$ cat src/rtl/seg7_scan_mux.sv
// Time-multiplexed 4-digit 7-segment driver with a per-slot ghosting blank and frame-atomic updates.
// Optional build macro SEG7_LEADING_ZERO_BLANK_EN suppresses leading zeros on digits 3..1.
module seg7_scan_mux #(
    parameter int unsigned DWELL        = 100,
    parameter int unsigned BLANK_CYCLES = 2
) (
    input  logic        clk,
    input  logic        reset,
    input  logic        load,
    input  logic [15:0] value,
    input  logic [3:0]  dp_in,
    output logic [6:0]  led_out,
    output logic        dp_out,
    output logic [3:0]  digit_en,
    output logic        frame_done
);

    localparam int unsigned CNT_W = 16;
    localparam logic [CNT_W-1:0] CNT_LAST  = CNT_W'(DWELL - 1);
    localparam logic [CNT_W-1:0] CNT_BLANK = CNT_W'(BLANK_CYCLES);
    localparam logic [6:0]       SEG_OFF   = 7'b1111111;

    logic [CNT_W-1:0] cnt_q, cnt_d;
    logic [1:0]       idx_q, idx_d;
    logic [15:0]      active_q, active_d;
    logic [3:0]       active_dp_q, active_dp_d;
    logic [15:0]      shadow_q, shadow_d;
    logic [3:0]       shadow_dp_q, shadow_dp_d;
    logic             pending_q, pending_d;
    logic [6:0]       led_q, led_d;
    logic             dp_q, dp_d;
    logic [3:0]       digit_en_q, digit_en_d;
    logic             frame_done_q, frame_done_d;

    logic             apply_c;
    logic             off_c;
    logic             lz_blank_c;
    logic [3:0]       nibble_c;

    // BCD to active-low a..g; non-decimal codes light nothing.
    function automatic logic [6:0] decode(input logic [3:0] n);
        logic [6:0] seg;
        unique case (n)
            4'd0:    seg = 7'b0000001;
            4'd1:    seg = 7'b1001111;
            4'd2:    seg = 7'b0010010;
            4'd3:    seg = 7'b0000110;
            4'd4:    seg = 7'b1001100;
            4'd5:    seg = 7'b0100100;
            4'd6:    seg = 7'b0100000;
            4'd7:    seg = 7'b0001111;
            4'd8:    seg = 7'b0000000;
            4'd9:    seg = 7'b0000100;
            default: seg = SEG_OFF;
        endcase
        return seg;
    endfunction

    // Scan sequencing, shadow/active update, and outputs aligned to the next scan position.
    always_comb begin
        cnt_d        = cnt_q + CNT_W'(1);
        idx_d        = idx_q;
        active_d     = active_q;
        active_dp_d  = active_dp_q;
        shadow_d     = shadow_q;
        shadow_dp_d  = shadow_dp_q;
        pending_d    = pending_q;
        led_d        = SEG_OFF;
        dp_d         = 1'b0;
        digit_en_d   = 4'b0000;
        frame_done_d = 1'b0;
        lz_blank_c   = 1'b0;
        nibble_c     = 4'd0;

        apply_c = (idx_q == 2'd3) && (cnt_q == CNT_LAST);

        if (cnt_q == CNT_LAST) begin
            cnt_d = '0;
            idx_d = idx_q + 2'd1;
        end

        if (load) begin
            shadow_d    = value;
            shadow_dp_d = dp_in;
            pending_d   = 1'b1;
        end

        // A load landing on the apply edge bypasses the shadow entirely.
        if (apply_c) begin
            if (load) begin
                active_d    = value;
                active_dp_d = dp_in;
            end else if (pending_q) begin
                active_d    = shadow_q;
                active_dp_d = shadow_dp_q;
            end
            pending_d = 1'b0;
        end

        nibble_c = active_d[{idx_d, 2'b00} +: 4];

`ifdef SEG7_LEADING_ZERO_BLANK_EN
        unique case (idx_d)
            2'd3:    lz_blank_c = (active_d[15:12] == 4'd0);
            2'd2:    lz_blank_c = (active_d[15:8]  == 8'd0);
            2'd1:    lz_blank_c = (active_d[15:4]  == 12'd0);
            default: lz_blank_c = 1'b0;
        endcase
        lz_blank_c = lz_blank_c && !active_dp_d[idx_d];
`else
        lz_blank_c = 1'b0;
`endif

        off_c = (cnt_d < CNT_BLANK) || lz_blank_c;

        if (!off_c) begin
            digit_en_d = 4'(4'b0001 << idx_d);
            led_d      = decode(nibble_c);
            dp_d       = active_dp_d[idx_d];
        end

        frame_done_d = (idx_d == 2'd3) && (cnt_d == CNT_LAST);
    end

    always_ff @(posedge clk) begin
        if (reset) begin
            cnt_q        <= '0;
            idx_q        <= 2'd0;
            active_q     <= 16'h0000;
            active_dp_q  <= 4'b0000;
            shadow_q     <= 16'h0000;
            shadow_dp_q  <= 4'b0000;
            pending_q    <= 1'b0;
            led_q        <= SEG_OFF;
            dp_q         <= 1'b0;
            digit_en_q   <= 4'b0000;
            frame_done_q <= 1'b0;
        end else begin
            cnt_q        <= cnt_d;
            idx_q        <= idx_d;
            active_q     <= active_d;
            active_dp_q  <= active_dp_d;
            shadow_q     <= shadow_d;
            shadow_dp_q  <= shadow_dp_d;
            pending_q    <= pending_d;
            led_q        <= led_d;
            dp_q         <= dp_d;
            digit_en_q   <= digit_en_d;
            frame_done_q <= frame_done_d;
        end
    end

    assign led_out    = led_q;
    assign dp_out     = dp_q;
    assign digit_en   = digit_en_q;
    assign frame_done = frame_done_q;

endmodule

$ cat config.mk
export PLATFORM = sky130hd
export DESIGN_NAME = seg7_scan_mux
export DESIGN_NICKNAME = d
export VERILOG_FILES = /design/src/rtl/seg7_scan_mux.sv
export SDC_FILE = /design/constraint.sdc
export NUM_CORES = 1
export LEC_CHECK = 0
export ABC_AREA = 1
export CAP_MARGIN = 20
export CORE_UTILIZATION = 62
export DETAILED_ROUTE_END_ITERATION = 8
export PLACE_DENSITY = 0.91
export SLEW_MARGIN = 0
export SYNTH_ARGS = -nofsm -noshare
export SYNTH_HDL_FRONTEND = slang
export SYNTH_SLANG_ARGS = --single-unit
$ cat constraint.sdc
create_clock -name clk -period 5.2 [get_ports clk]
set_input_delay 1.04 -clock clk [delete_from_list [all_inputs] [get_ports clk]]
set_output_delay 1.04 -clock clk [all_outputs]
set_load 0.05 [all_outputs]
==> flow_metrics.py <==
metrics = {
    "timing": {
        "setup-tns-final_ps": 0,
        "report.final.hold_viol_count": 0,
        "timing.final.crit_share_pct": 65.2,
        "fin_skew_ps": 9.06,
        "slew_headroom_pct": 27.7,
        "period_minus_slack_ps": 3390,
        "maxSlewViolCount": 0,
        "achievable-frequency_ghz": 0.295,
        "worst_margin_slew_ps": 1080,
        "report.final.setup_viol": 0,
        "grt_setup_unrepaired": "false",
    },
    "routing": {
        "routed_wl_microns": 9430,
        "drt-vias-per-instance": 5.62,
        "wire_per_inst_microns": 13.9,
        "vias": 3807,
        "remaining_drc_errors": 0,
        "final_antenna_net_count": 0,
        "first_iter_violations": 423,
        "drtPass1Iterations": 5,
    },
    "place": {
        "placed_area_sq_um": 4130,
        "io_buffers": 35,
        "hpwl_microns": 6520,
        "place.gp.congestion": 0.901,
    },
    "global_route": {
        "first_global_vias": 3501,
        "globalRouteOverflowTotal": 0,
        "track_usage_pct": 31.9,
        "number_of_antenna_violations_at_the_first_check_in_global_routing": 0,
        "grt_pass1_wl_microns": 15500,
        "grt_max_degree": 59,
    },
    "synthesis": {
        "postSynthNetCount": 600,
        "count_of_flip_flops_with_a_built_in_enable_after_synthesis": 0,
        "ys_seq_area_share_pct": 38.2,
        "yosys_most_used_dff": "sky130_fd_sc_hd__dfxtp_1",
        "post_synthesis_cell_area_sq_um": 3770,
        "post_synthesis_sequential_element_count": 72,
        "synth-async-reset-ratio_pct": 0,
        "synth-warning-count": 0,
        "post_synth.cell_area_avg_sq_um": 6.63,
        "syn_inst": 569,
        "post_synth_num_cell_types": 37,
    },
    "critical_path": {
        "worstReg2RegStart": "pending_q",
        "worstSetupStartpointType": "input pin",
        "cp.required_ps": 5450,
        "reg2reg_to": "led_out[3]",
        "critical_path.startpoint": "load",
        "critical_path_arrival_ps": 3640,
        "critical_path.max_fanout": 22,
        "endpoint_kind": "flip-flop",
        "setup.worst_path.class": "input pin to flip-flop",
        "flop_to_flop_setup_slack_ps": 2230,
        "setup.worst_path.end": "led_out[3]",
        "r2r.worst_path.cells": 16,
    },
    "layout": {
        "finalNetCount": 629,
        "final_layout_size_suffix_gt1_share_pct": 9.29,
        "most_frequent_cells_in_the_layout": "sky130_fd_sc_hd__nand2_1, sky130_fd_sc_hd__dfxtp_1, sky130_fd_sc_hd__nor2_1",
        "n_antenna_cell": 0,
        "area.growth.synth_to_final_pct": 15.9,
        "layout_commonest_cell": "sky130_fd_sc_hd__nand2_1",
        "final_design_area_no_fill_sq_um": 4370,
    },
    "cts": {
        "clock_transition_at_the_registers_of_the_reported_paths_ps": 80,
        "cts_inserted_buffers": 9,
        "cts_hold_buf": 0,
        "postCtsSetupRepairBufs": 0,
        "cts_tree": "done",
        "cts.repair.resized": 0,
        "clk_root_buffer_cell": "sky130_fd_sc_hd__clkbuf_8",
        "clkLatencyLatePin_ps": 360,
        "clk_path_buf_depth": 2,
        "cts_max_level": 3,
        "clock_sink_count": 72,
    },
    "floorplanning": {
        "num_rows": 28,
        "initial_cell_density_of_the_core_pct": 64.1,
        "core_region_area_sq_um": 5890,
        "ioPinCount": 36,
        "die_height_microns": 80.0,
        "dieWidth_microns": 80.0,
        "die-area_sq_um": 6400,
    },
    "hold_path": {
        "hold_path_class": "flip-flop to flip-flop",
    },
    "power": {
        "power.density_cell_area_nw_per_um2": 286,
        "peakVddDrop_mv": 0.205,
        "power_leakage_uw": 0.00204,
    },
    "status": {
        "run_status": "finished clean",
    },
    "job": {
        "max_cap_violations": 0,
    },
}
## how the worst min path moves through the flow
stage                     cells past startpoint            to  slack, ps    startpoint
final                                         2  shadow_q[14]        470  shadow_q[14]
after global routing                          2   shadow_q[6]        490   shadow_q[6]
after CTS                                     2   shadow_q[2]        470   shadow_q[2]
after detailed placement                      2   shadow_q[2]        460   shadow_q[2]
after global placement                        2  shadow_q[11]        450  shadow_q[11]
after floorplan                               2  shadow_q[12]        440  shadow_q[12]
## flip-flops by register name (all words and copies together) (netlist names)
name,count
led_out,7
digit_en,4
cnt_q,16
shadow_dp_q,4
idx_q,2
active_dp_q,4
active_q,16
dp_out,1
frame_done,1
pending_q,1
shadow_q,16
## area by class of cell
type	instances	area, sq um
multi-input cells	446	2110
fillers	463	1510
flip-flops and latches	72	1440
repair buffers	37	360
clock buffers	9	124
inverters	32	120
clock inverters	7	119
well taps	75	93.8
## stage by stage
step	setup WS [ps]	hold WS (ps)	instances	power, uW	util, %
2_1_floorplan	2620	438	569	670	-
3_3_place_gp	1580	448	662	712	70.2
3_5_place_dp	1460	455	662	714	70.2
4_1_cts	1810	467	678	1250	74.3
5_1_grt	1550	492	678	1280	74.3
6_report	1810	466	678	1250	74.3
## power by group
part / internal [uW] / leakage [uW] / switching (uW) / total, uW
clock network: 319 / 0.000116 / 227 / 546
registers: 570 / 0.000587 / 10.3 / 580
logic: 46.2 / 0.00133 / 76.3 / 123
total: 935 / 0.00204 / 314 / 1250
## per-layer routing
| metal | vias up | track usage [%] | share of wire, % |
|---|---|---|---|
| li1 | 1865 | - | - |
| met1 | 1748 | 37.5 | 42 |
| met2 | 160 | 53.8 | 48 |
| met3 | 34 | 5.26 | 5.9 |
| met4 | 0 | 19.5 | 4.2 |
| met5 | - | 0 | 0 |
## Yosys cell counts (5+ instances only)
cell,n,area [sq um]
sky130_fd_sc_hd__buf_2,6,30.0
sky130_fd_sc_hd__nand4_1,8,50.1
sky130_fd_sc_hd__dfxtp_1,72,1440
sky130_fd_sc_hd__nor2_2,9,56.3
sky130_fd_sc_hd__a21oi_1,32,160
sky130_fd_sc_hd__ha_1,8,100
sky130_fd_sc_hd__nand3_1,48,240
sky130_fd_sc_hd__inv_2,6,22.5
sky130_fd_sc_hd__o21ai_0,8,40.0
sky130_fd_sc_hd__xor2_1,5,43.8
sky130_fd_sc_hd__nor2_1,54,203
sky130_fd_sc_hd__nand2_2,11,68.8
sky130_fd_sc_hd__nand2_1,234,878
sky130_fd_sc_hd__inv_1,25,93.8
sky130_fd_sc_hd__clkbuf_1,6,22.5
## worst max-delay path: stages
cell	delay, ps
sky130_fd_sc_hd__clkdlybuf4s50_1	400
sky130_fd_sc_hd__buf_4	220
sky130_fd_sc_hd__inv_1	450
sky130_fd_sc_hd__buf_4	290
sky130_fd_sc_hd__o21ai_0	110
sky130_fd_sc_hd__nand2_1	90
sky130_fd_sc_hd__nand2_1	60
sky130_fd_sc_hd__nand2_1	50
sky130_fd_sc_hd__nand3_1	70
sky130_fd_sc_hd__nand2_1	220
sky130_fd_sc_hd__inv_1	110
sky130_fd_sc_hd__ha_1	210
sky130_fd_sc_hd__inv_1	60
sky130_fd_sc_hd__nand3_1	100
sky130_fd_sc_hd__nand3_1	100
sky130_fd_sc_hd__nand3_1	60
## logic make-up after synthesis
| kind of cell | share of synthesized area [%] |
|---|---|
| compound gates | 6.83 |
| mux | 1.06 |
| flops | 38.2 |
| xor+xnor | 1.39 |
| fa+ha+maj | 2.65 |
| simple gates | 44.1 |
| buf+inv | 5.77 |
No activity file was read; power rests on OpenSTA's default activity.
